`config.mk`:
```
export PLATFORM = sky130hd
export DESIGN_NAME = switch_debounce_fifo
export DESIGN_NICKNAME = d
export VERILOG_FILES = /design/src/rtl/switch_debounce_fifo.sv
export SDC_FILE = /design/constraint.sdc
export NUM_CORES = 1
export LEC_CHECK = 0
export ABC_AREA = 1
export CORE_UTILIZATION = 45
export CTS_CLUSTER_SIZE = 24
export DETAILED_ROUTE_END_ITERATION = 6
export DONT_BUFFER_PORTS = 1
export PLACE_DENSITY = 0.65
export SLEW_MARGIN = 20
export SYNTH_ARGS = -nofsm -noshare
export SYNTH_HDL_FRONTEND = slang
export SYNTH_SLANG_ARGS = --single-unit
```
`constraint.sdc`:
```
create_clock -name clk -period 4.5 [get_ports clk]
set_input_delay 0.9 -clock clk [delete_from_list [all_inputs] [get_ports clk]]
set_output_delay 0.9 -clock clk [all_outputs]
set_load 0.03 [all_outputs]
```
`src/rtl/switch_debounce_fifo.sv`:
```
// switch_debounce_fifo: synchronise and debounce four active-low switches and queue each state change as a byte
module switch_debounce_fifo #(
    parameter int DEBOUNCE_CYCLES = 120000,
    parameter int FIFO_DEPTH      = 4
) (
    input  logic                          clk,
    input  logic                          rst,
    input  logic [3:0]                    sw_n,
    output logic [3:0]                    sw_state,
    output logic                          change_pulse,
    output logic [7:0]                    out_data,
    output logic                          out_valid,
    input  logic                          out_ready,
    output logic [$clog2(FIFO_DEPTH):0]   fifo_count,
    output logic                          overflow
);
    localparam int CW = $clog2(DEBOUNCE_CYCLES);
    localparam int PW = $clog2(FIFO_DEPTH);

    logic [3:0]    sync1_q, sync1_d, sync2_q, sync2_d;
    logic [3:0]    state_q, state_d;
    logic [CW-1:0] cnt_q [4];
    logic [CW-1:0] cnt_d [4];
    logic          pulse_q, pulse_d;
    logic [3:0]    mem_q [FIFO_DEPTH];
    logic [3:0]    mem_d [FIFO_DEPTH];
    logic [PW-1:0] rd_q, rd_d, wr_q, wr_d;
    logic [PW:0]   count_q, count_d;
    logic          ovf_q, ovf_d;
    logic [3:0]    differ, term;
    logic          push, pop, accept;

    // Terminal count is DEBOUNCE_CYCLES-2 so the flip lands on the edge the counter would reach DEBOUNCE_CYCLES-1
    always_comb begin
        sync1_d = sw_n;
        sync2_d = sync1_q;
        differ  = ~sync2_q ^ state_q;
        for (int i = 0; i < 4; i++) begin
            term[i]  = differ[i] && (cnt_q[i] == CW'(DEBOUNCE_CYCLES - 2));
            cnt_d[i] = (!differ[i] || term[i]) ? '0 : cnt_q[i] + 1'b1;
        end
        state_d = state_q ^ term;
        pulse_d = |term;
    end

    // FIFO bookkeeping: a full FIFO still accepts when the head leaves at the same edge
    always_comb begin
        push    = state_d != state_q;
        pop     = (count_q != '0) && out_ready;
        accept  = push && ((count_q != (PW+1)'(FIFO_DEPTH)) || pop);
        mem_d   = mem_q;
        if (accept) mem_d[wr_q] = state_d;
        wr_d    = wr_q + PW'(accept);
        rd_d    = rd_q + PW'(pop);
        count_d = count_q + (PW+1)'(accept) - (PW+1)'(pop);
        ovf_d   = ovf_q | (push & ~accept);
    end

    // State registers; synchroniser resets to released so reset never produces an event
    always_ff @(posedge clk or posedge rst) begin
        if (rst) begin
            sync1_q <= 4'hF;
            sync2_q <= 4'hF;
            state_q <= '0;
            for (int i = 0; i < 4; i++) cnt_q[i] <= '0;
            pulse_q <= 1'b0;
            for (int i = 0; i < FIFO_DEPTH; i++) mem_q[i] <= '0;
            rd_q    <= '0;
            wr_q    <= '0;
            count_q <= '0;
            ovf_q   <= 1'b0;
        end else begin
            sync1_q <= sync1_d;
            sync2_q <= sync2_d;
            state_q <= state_d;
            cnt_q   <= cnt_d;
            pulse_q <= pulse_d;
            mem_q   <= mem_d;
            rd_q    <= rd_d;
            wr_q    <= wr_d;
            count_q <= count_d;
            ovf_q   <= ovf_d;
        end
    end

    assign sw_state     = state_q;
    assign change_pulse = pulse_q;
    assign out_valid    = count_q != '0;
    assign out_data     = out_valid ? {4'b0000, mem_q[rd_q]} : 8'h00;
    assign fifo_count   = count_q;
    assign overflow     = ovf_q;
endmodule

```
* Yosys cells after proc, flatten, opt, wreduce, memory -nomap -nowiden
Index checks and enable logic that the tools add are counted.
Word-level totals: logic and storage cells 70, input port bits 7, bits in registers 105
Cells by class: magnitude comparators 3, mux-type cells 11, bitwise operators 8, add/subtract/negate cells 8, equal/unequal tests 6, reduce and logical (&&, ||, !) cells 18
Operator list (number):
- 17-bit by 1-bit adder with 17-bit output, second input constant | 4
- 17-bit equality test, second input constant | 4
- 17-bit two-way mux | 4
- 16-bit bitwise mux | 1
- 4-bit two-way mux | 4
- 4-bit binary-select mux with 2-bit select | 1
- 4-bit demux with 2-bit select | 1
- 4-bit XOR | 2
- 1-bit logical AND | 7
- 3-bit greater-or-equal comparator, second input constant | 2
- 2-bit inverter with 3-bit output | 2
- 1-bit logical OR | 5
- 2-bit by 1-bit adder with 2-bit output | 2
- 1-bit logical NOT | 4
- 4-bit inequality test | 1
- 4-bit inverter | 1
- 4-bit OR reduction | 1
- 3-bit by 1-bit adder with 3-bit output | 1
- 3-bit by 1-bit < comparator with 1-bit output, second input constant | 1
- 3-bit inequality test, second input constant | 1
- 3-bit nonzero test | 1
- 3-bit by 1-bit subtractor with 3-bit output | 1
- 1-bit bitwise AND | 1
- 1-bit inverter | 1
- 1-bit OR | 1

* Depth between registers and ports, before layout
Gate-level depths: netlist of run 1.
word-level depth 9, gate-level depth with buffers 15, mapped depth without buffers 14

* Least setup slack after synthesis of run 1
OpenSTA, ideal clock, no wires.
kind reg2out, start point reg count_q[1] (netlist: fifo_count[1]), end point out out_data[0], arrival time 1.516 ns, required time 3.600 ns, setup slack 2.084 ns, cell stages (with the launch flop) 5, path buffers 0, cells stage by stage dfrtp_1 > nor2_1 > nand2_1 > inv_1 > a21oi_1
On the way: cells in the longest elaborated chain, start to end 2
RTL lines:
- start: declaration | RTL line 28 | logic [PW:0] count_q, count_d;
- start signal: assignment | RTL line 81 | count_q <= count_d;
- 3-bit nonzero test | RTL line 88 | assign out_valid = count_q != '0;
- via out_valid | RTL line 12 | output logic out_valid,
- 4-bit two-way mux | RTL line 89 | assign out_data = out_valid ? {4'b0000, mem_q[rd_q]} : 8'h00;
- end: declaration | RTL line 11 | output logic [7:0] out_data,
The timed path passes the listed nets, and every way through them passes these cells.

* Worst setup path after layout of run 1
start point reg count_q[1] (netlist: fifo_count[1]), end point out out_data[3]
The elaborated chain is that of the path after synthesis.

==> results of run 1 <==
-- final cells by class --
type | instances | area, um^2
Fill cell | 1078 | 5723
Sequential cell | 105 | 2638
Multi-Input combinational cell | 456 | 2350
Inverter | 77 | 291.5
Clock buffer | 10 | 239.0
Tap cell | 143 | 178.9
Clock inverter | 6 | 88.84
Timing Repair Buffer | 1 | 7.507
-- sequential cells by signal, summed over array words and instances, names as in the netlist --
name	cells
cnt_q	68
mem_q	16
sw_state	4
sync1_q	4
sync2_q	4
fifo_count	3
rd_q	2
wr_q	2
change_pulse	1
overflow	1
-- Yosys cell counts --
cell type,number,area (um^2)
a211oi_1,4,30.03
a21oi_1,18,90.09
a31oi_1,2,12.51
buf_12,1,20.02
buf_2,5,25.02
buf_4,4,30.03
buf_6,1,11.26
clkbuf_1,2,7.510
conb_1,1,3.750
dfrtp_1,97,2427
dfstp_2,8,210.2
fa_1,1,20.02
ha_1,11,137.6
inv_1,69,259.0
inv_2,8,30.03
nand2_1,118,442.9
nand2_2,6,37.54
nand2_4,1,11.26
nand3_1,27,135.1
nand3_2,3,30.03
nand3_4,2,35.03
nand3b_1,4,30.03
nand4_1,36,225.2
nor2_1,125,469.2
nor2_2,8,50.05
nor2_4,1,11.26
nor3_1,28,140.1
nor3_2,2,20.02
nor3b_2,1,12.51
nor4_1,1,6.260
o21a_1,1,7.510
o21ai_0,17,85.08
o21ai_1,2,10.01
o21ai_2,1,8.760
o21bai_1,1,7.510
or2_0,1,6.260
xnor2_1,10,87.58
xor2_1,20,175.2
-- routing by layer --
metal  routed length (um)  vias up
met4                  123        0
met5                    0        -
met2                 4962       82
met3                  440       12
met1                 4738     1960
li1                     -     2074
-- path summary, 6_finish.rpt --
check / start / slack, ps / end / depth (start not counted)
min in group asynchronous: rst / 640 / fifo_count[1] / 1
worst max register to register: fifo_count[1] / 1750 / fifo_count[2] / 8
worst min-delay path: sync1_q[1] / 360 / sync2_q[1] / 0
max in group asynchronous: rst / 2940 / cnt_q[38] / 2
worst min register to register: sync1_q[1] / 360 / sync2_q[1] / 0
worst max-delay path: fifo_count[1] / 1610 / out_data[3] / 4
-- metrics by stage --
step / instances / setup WS [ps]
finish: 798 / 1607
global route: 798 / 1496
CTS: 798 / 1590
detailed placement: 782 / 1523
global placement: 782 / 1594
floorplan: 651 / 852.7
-- report_power, final --
part,leakage [nW],internal (mW),total [mW],switching [mW]
combinational,1.01,0.0768,0.281,0.204
sequential,1.42,0.984,1.06,0.0748
clock,0.155,0.503,0.844,0.341
-- cell families after synthesis --
group                      after synthesis  share of synthesized area
AOI/OAI and AO/OA                       46                    0.04693
xor gates and xnor gates                30                    0.04903
adders and majority gates               12                    0.02942
buffers and inverters                   90                    0.07145
DFF                                    105                     0.4922
other                                    1                  0.0006998
and+or+nand+nor                        364                     0.3103
==> out/metrics.yaml, run 1 <==
clock_tree:
  cts_made_buffers: 9
  clkTransAtPathRegs_ps: 70
  htree_num_levels: 3
  cts_tree: "built"
  cts_setup_buffers: 0
  clock-sinks: 105
  holdBufCountCts: 0
  cts-root-buf: "clkbuf_16"
  clock_latency_ps: 350
  cts_buffer_depth: 2
  cts_resized: 0
global_route:
  top_usage_layer: "met2"
  grtUsageMet1: 0.2305
  grt_overflow: 0
  antenna_found_initial: 0
  grt_pass1_vias: 4155
  grt_start_max_net_pins: 79
  met3_usage: 0.04210
  grt_pass1_wl_mm: 18.34
  use_met2: 0.3153
  grt_use_total: 0.1832
die:
  die_h_um: 111.1
  die_w_um: 111.1
  rows: 39
  start_util: 0.4653
  dieArea_um2: 12350
  io_pins: 25
  core_um2: 11520
route:
  drc_errors: 7
  dr_total_vias: 4128
  drt-pass1-iter-count: 7
  post_drt_wl_per_cell_um: 12.86
  drt-initial-drc-count: 287
  totalWireLength_mm: 10.26
  viasPerCell: 5.173
  ant_nets: 0
layout:
  final_cell_mix: "125 x nor2_1, 118 x nand2_1, 97 x dfrtp_1"
  diodes: 0
  post-route-util: 0.5030
  mostFrequentLayoutCell: "nor2_1"
  layout.nets: 669
  synthToLayoutAreaGrowth_pct: 8.102
  drive_above_1_share: 0.09008
  stdcell_area_um2: 5793
sta:
  fin_crit_ps: 2893
  fin_setup_tns_ps: 0
  finalSetupViolations: 0
  hold_violations: 0
  worst_pin_slew_ps: 937.4
  slew_viol_final: 0
  finalClockSkew_ps: 8.384
  max_freq_mhz: 345.7
  fin_crit_sh: 0.6428
  rsz0062_at_grt: "no"
  relSlewSlack: 0.3733
  whs_ps: 359.7
pwr:
  ir_drop_uv: 248.6
  finalPower_mw: 2.183
  p_leak_nw: 2.580
  power.density_nw_per_um2: 376.9
min_path:
  hold_class: "reg -> reg"
setup_path:
  worstSetupPathType: "reg -> out"
  end_kind: "primary output"
  cpLargestDelayFamily: "flip-flops"
  arrival_ps: 1990
  critPathSlowestCell: "dfrtp_1"
  slowest_delay_ps: 570
  critPathLaunchType: "flop"
  crit_chain: "nor2_1 > nand2_1 > inv_1 > a21oi_1"
  cp_max_fo: 5
  cp.required_ps: 3600
  worst-path-buf-inv: 1
status:
  violations: "design-rule violations"
  status: "complete, but fails checks"
place:
  gp_congestion: 0.8933
  port_buffers: 0
  dpl_cell_area_um2: 5465
  dp_hpwl_mm: 7.313
logic_synthesis:
  syn_area_um2: 5359
  synthCells: 648
  synth.avg_cell_area_um2: 8.270
  ys_types: 38
  yosys_warnings: 0
  ys_ff_latch: 105
  ys_seq_area_frac: 0.4922
flow_run:
  maxCapViolations: 0
No activity file was read; power rests on OpenSTA's default activity.
==> run 2: changes to the inputs <==
--- a/config.mk
+++ b/config.mk
@@ -10,7 +10,7 @@
 export CTS_CLUSTER_SIZE = 24
 export DETAILED_ROUTE_END_ITERATION = 6
 export DONT_BUFFER_PORTS = 1
-export PLACE_DENSITY = 0.65
+export PLACE_DENSITY = 0.67
 export SLEW_MARGIN = 20
 export SYNTH_ARGS = -nofsm -noshare
 export SYNTH_HDL_FRONTEND = slang
==> constraint.sdc (replaced) <==
create_clock -name clk -period 2.4 [get_ports clk]
set_input_delay 0.48 -clock clk [delete_from_list [all_inputs] [get_ports clk]]
set_output_delay 0.48 -clock clk [all_outputs]
set_load 0.03 [all_outputs]
==> out/metrics.yaml, run 2 (synthesized netlist as in run 1, its figures left out) <==
setup_path:
  arrival_ps: 2480  # was 1990 ps
  endpoint: "fifo_count[2]"  # was out_data[3]
  r2r_start: "cnt_q[34]"  # was fifo_count[1]
  cp.required_ps: 2620  # was 3600 ps
  ff2ff_setup_slack_ps: 150  # was 1750 ps
  critical_path.startpoint: "cnt_q[34]"  # was fifo_count[1]
  critPathLaunchType: "flop"  # unchanged
  end_kind: "flop"  # was primary output
  worstSetupPathType: "reg -> reg"  # was reg -> out
  r2r_end: "fifo_count[2]"  # unchanged
  rr_worst_depth: 13  # was 8
  cp_max_fo: 2  # was 5
route:
  dr_total_vias: 4224  # was 4128
  ant_nets: 0  # unchanged
  drc_errors: 5  # was 7
  viasPerCell: 5.145  # was 5.173
  drt-initial-drc-count: 224  # was 287
  drt-pass1-iter-count: 7  # unchanged
  totalWireLength_mm: 10.65  # was 10.26 mm
  post_drt_wl_per_cell_um: 12.97  # was 12.86 um
clock_tree:
  clock_latency_ps: 340  # was 350 ps
  holdBufCountCts: 0  # unchanged
  htree_num_levels: 3  # unchanged
  cts_buffer_depth: 2  # unchanged
  cts-root-buf: "clkbuf_16"  # unchanged
  clock-sinks: 105  # unchanged
  cts_tree: "built"  # unchanged
  clkTransAtPathRegs_ps: 70  # about the same
  cts_made_buffers: 9  # unchanged
pwr:
  p_leak_nw: 2.673  # was 2.580 nW
  ir_drop_uv: 389.2  # was 248.6 uV
  swShare: 0.2942  # was 0.2837
  internal_power_mw: 2.847  # was 1.564 mW
  power.share.clock: 0.335  # was 0.387
  finalPower_mw: 4.034  # was 2.183 mW
  p_comb_frac: 0.186  # was 0.129
  p_switching_mw: 1.187  # was 0.6195 mW
  seqPwrFrac: 0.479  # was 0.485
  power.density_nw_per_um2: 678.1  # was 376.9 nW/um^2
global_route:
  antenna_found_initial: 0  # unchanged
  grt_use_total: 0.1884  # was 0.1832
  grt_pass1_vias: 4147  # was 4155
  grt_start_max_net_pins: 87  # was 79
  grt_pass1_wl_mm: 18.86  # was 18.34 mm
  grt_overflow: 0  # unchanged
sta:
  slew_viol_final: 0  # unchanged
  hold_violations: 0  # unchanged
  worst_pin_slew_ps: 594.9  # was 937.4 ps
  relSlewSlack: 0.6007  # was 0.3733
  max_freq_mhz: 444.0
  whs_ps: 19.07  # was 359.7 ps
  fin_crit_ps: 2252
  finalClockSkew_ps: 7.518  # was 8.384 ps
  finalSetupViolations: 0  # unchanged
  fin_crit_sh: 0.9385
status:
  status: "complete, but fails checks"  # unchanged
  violations: "design-rule violations"  # unchanged
place:
  dp_hpwl_mm: 7.775  # was 7.313 mm
  port_buffers: 0  # unchanged
  gp_congestion: 0.8866  # was 0.8933
  dp.cells: 803  # was 782
die:
  die_h_um: 111.1  # unchanged
  rows: 39  # unchanged
  dieArea_um2: 12350  # unchanged
  start_util: 0.4653  # unchanged
  io_pins: 25  # unchanged
  die_w_um: 111.1  # unchanged
  core_um2: 11520  # unchanged
layout:
  mostFrequentLayoutCell: "nor2_1"  # unchanged
  synthToLayoutAreaGrowth_pct: 11.02  # was 8.102%
  seqCellArea_um2: 2638  # unchanged
  largestRegisters: "cnt_q x68, mem_q x16"  # unchanged
  largest_register: "cnt_q"  # unchanged
  nFillCells: 1082  # was 1078
  layout.nets: 692  # was 669
  diodes: 0  # unchanged
  multi_input_area_um2: 2372  # was 2350 um^2
  stdcell_count: 821  # was 798
  drive_above_1_share: 0.1283  # was 0.09008
  largest_register_ffs: 68  # unchanged
  final_cell_mix: "125 x nor2_1, 116 x nand2_1, 97 x dfrtp_1"  # was 125 x nor2_1, 118 x nand2_1, 97 x dfrtp_1
flow_run:
  maxCapViolations: 0  # unchanged
min_path:
  hold_class: "in -> async"  # was reg -> reg
==> run 2: changes by cell type in the layout (fill, tap and decap cells not counted), sizes merged <==
cell	delta
buf	+23
bufinv	-2
clkinvlp	+1
inv	-2
clkinv	+1
clkbuf	+2
==> run 2: repair_timing <==
item	4_1_cts	5_1_grt
endpoints found under the setup margin	0	1
setup buffers	0	2
resized for setup	0	7
==> run 2: how the worst min path moves through the flow <==
stage                 end       start
5_1_grt         cnt_q[53]         rst
6_report        cnt_q[54]         rst
3_5_place_dp   sync2_q[0]  sync1_q[0]
4_1_cts         cnt_q[54]         rst
2_1_floorplan  sync2_q[0]  sync1_q[0]
3_3_place_gp   sync2_q[2]  sync1_q[2]
==> run 2: final cells by class <==
cell class | instances | area share
Sequential cell | 105 | 0.4433
Multi-Input combinational cell | 456 | 0.3987
Inverter | 77 | 0.04921
Clock buffer | 12 | 0.04143
Timing Repair Buffer | 24 | 0.03239
Tap cell | 143 | 0.03007
Clock inverter | 4 | 0.004837
==> run 2: power groups by stage <==
stage	registers [mW]	logic, mW	clock network, mW
global route	1.94	0.833	1.47
floorplan	1.99	0.469	0
CTS	1.93	0.731	1.40
finish	1.93	0.750	1.35
global placement	1.96	0.723	0
detailed placement	1.96	0.732	0
==> run 2: critical path: stages, from the launching register on <==
cell and delay, ps:
dfrtp_1 380, inv_1 60, ha_1 140, nand4_1 120
nor2_1 120, nand3_1 140, nand2_2 120, inv_2 60
nand3_2 80, o21ai_2 60, ha_2 180, fa_2 370
xnor2_2 150, xor2_1 170
==> run 2: per-stage QoR <==
stage	cell area (um^2)	setup slack, ps	util	TNS [ps]
finish	5949	147.6	0.5166	0
global route	5949	-22.89	0.5166	-22.89
CTS	5912	53.99	0.5134	0
detailed placement	5637	73.31	0.4895	0
global placement	5637	142.4	0.4895	0
floorplan	5374	85.31	-	0
==> run 2: routing by layer <==
layer,vias up,track usage,wire length [um],share of wire
li1,2122,-,-,-
met1,2012,0.2386,4792,0.45
met2,75,0.3166,5180,0.49
met3,15,0.04429,523,0.049
met4,0,0.06486,155,0.015
met5,-,0,0,0
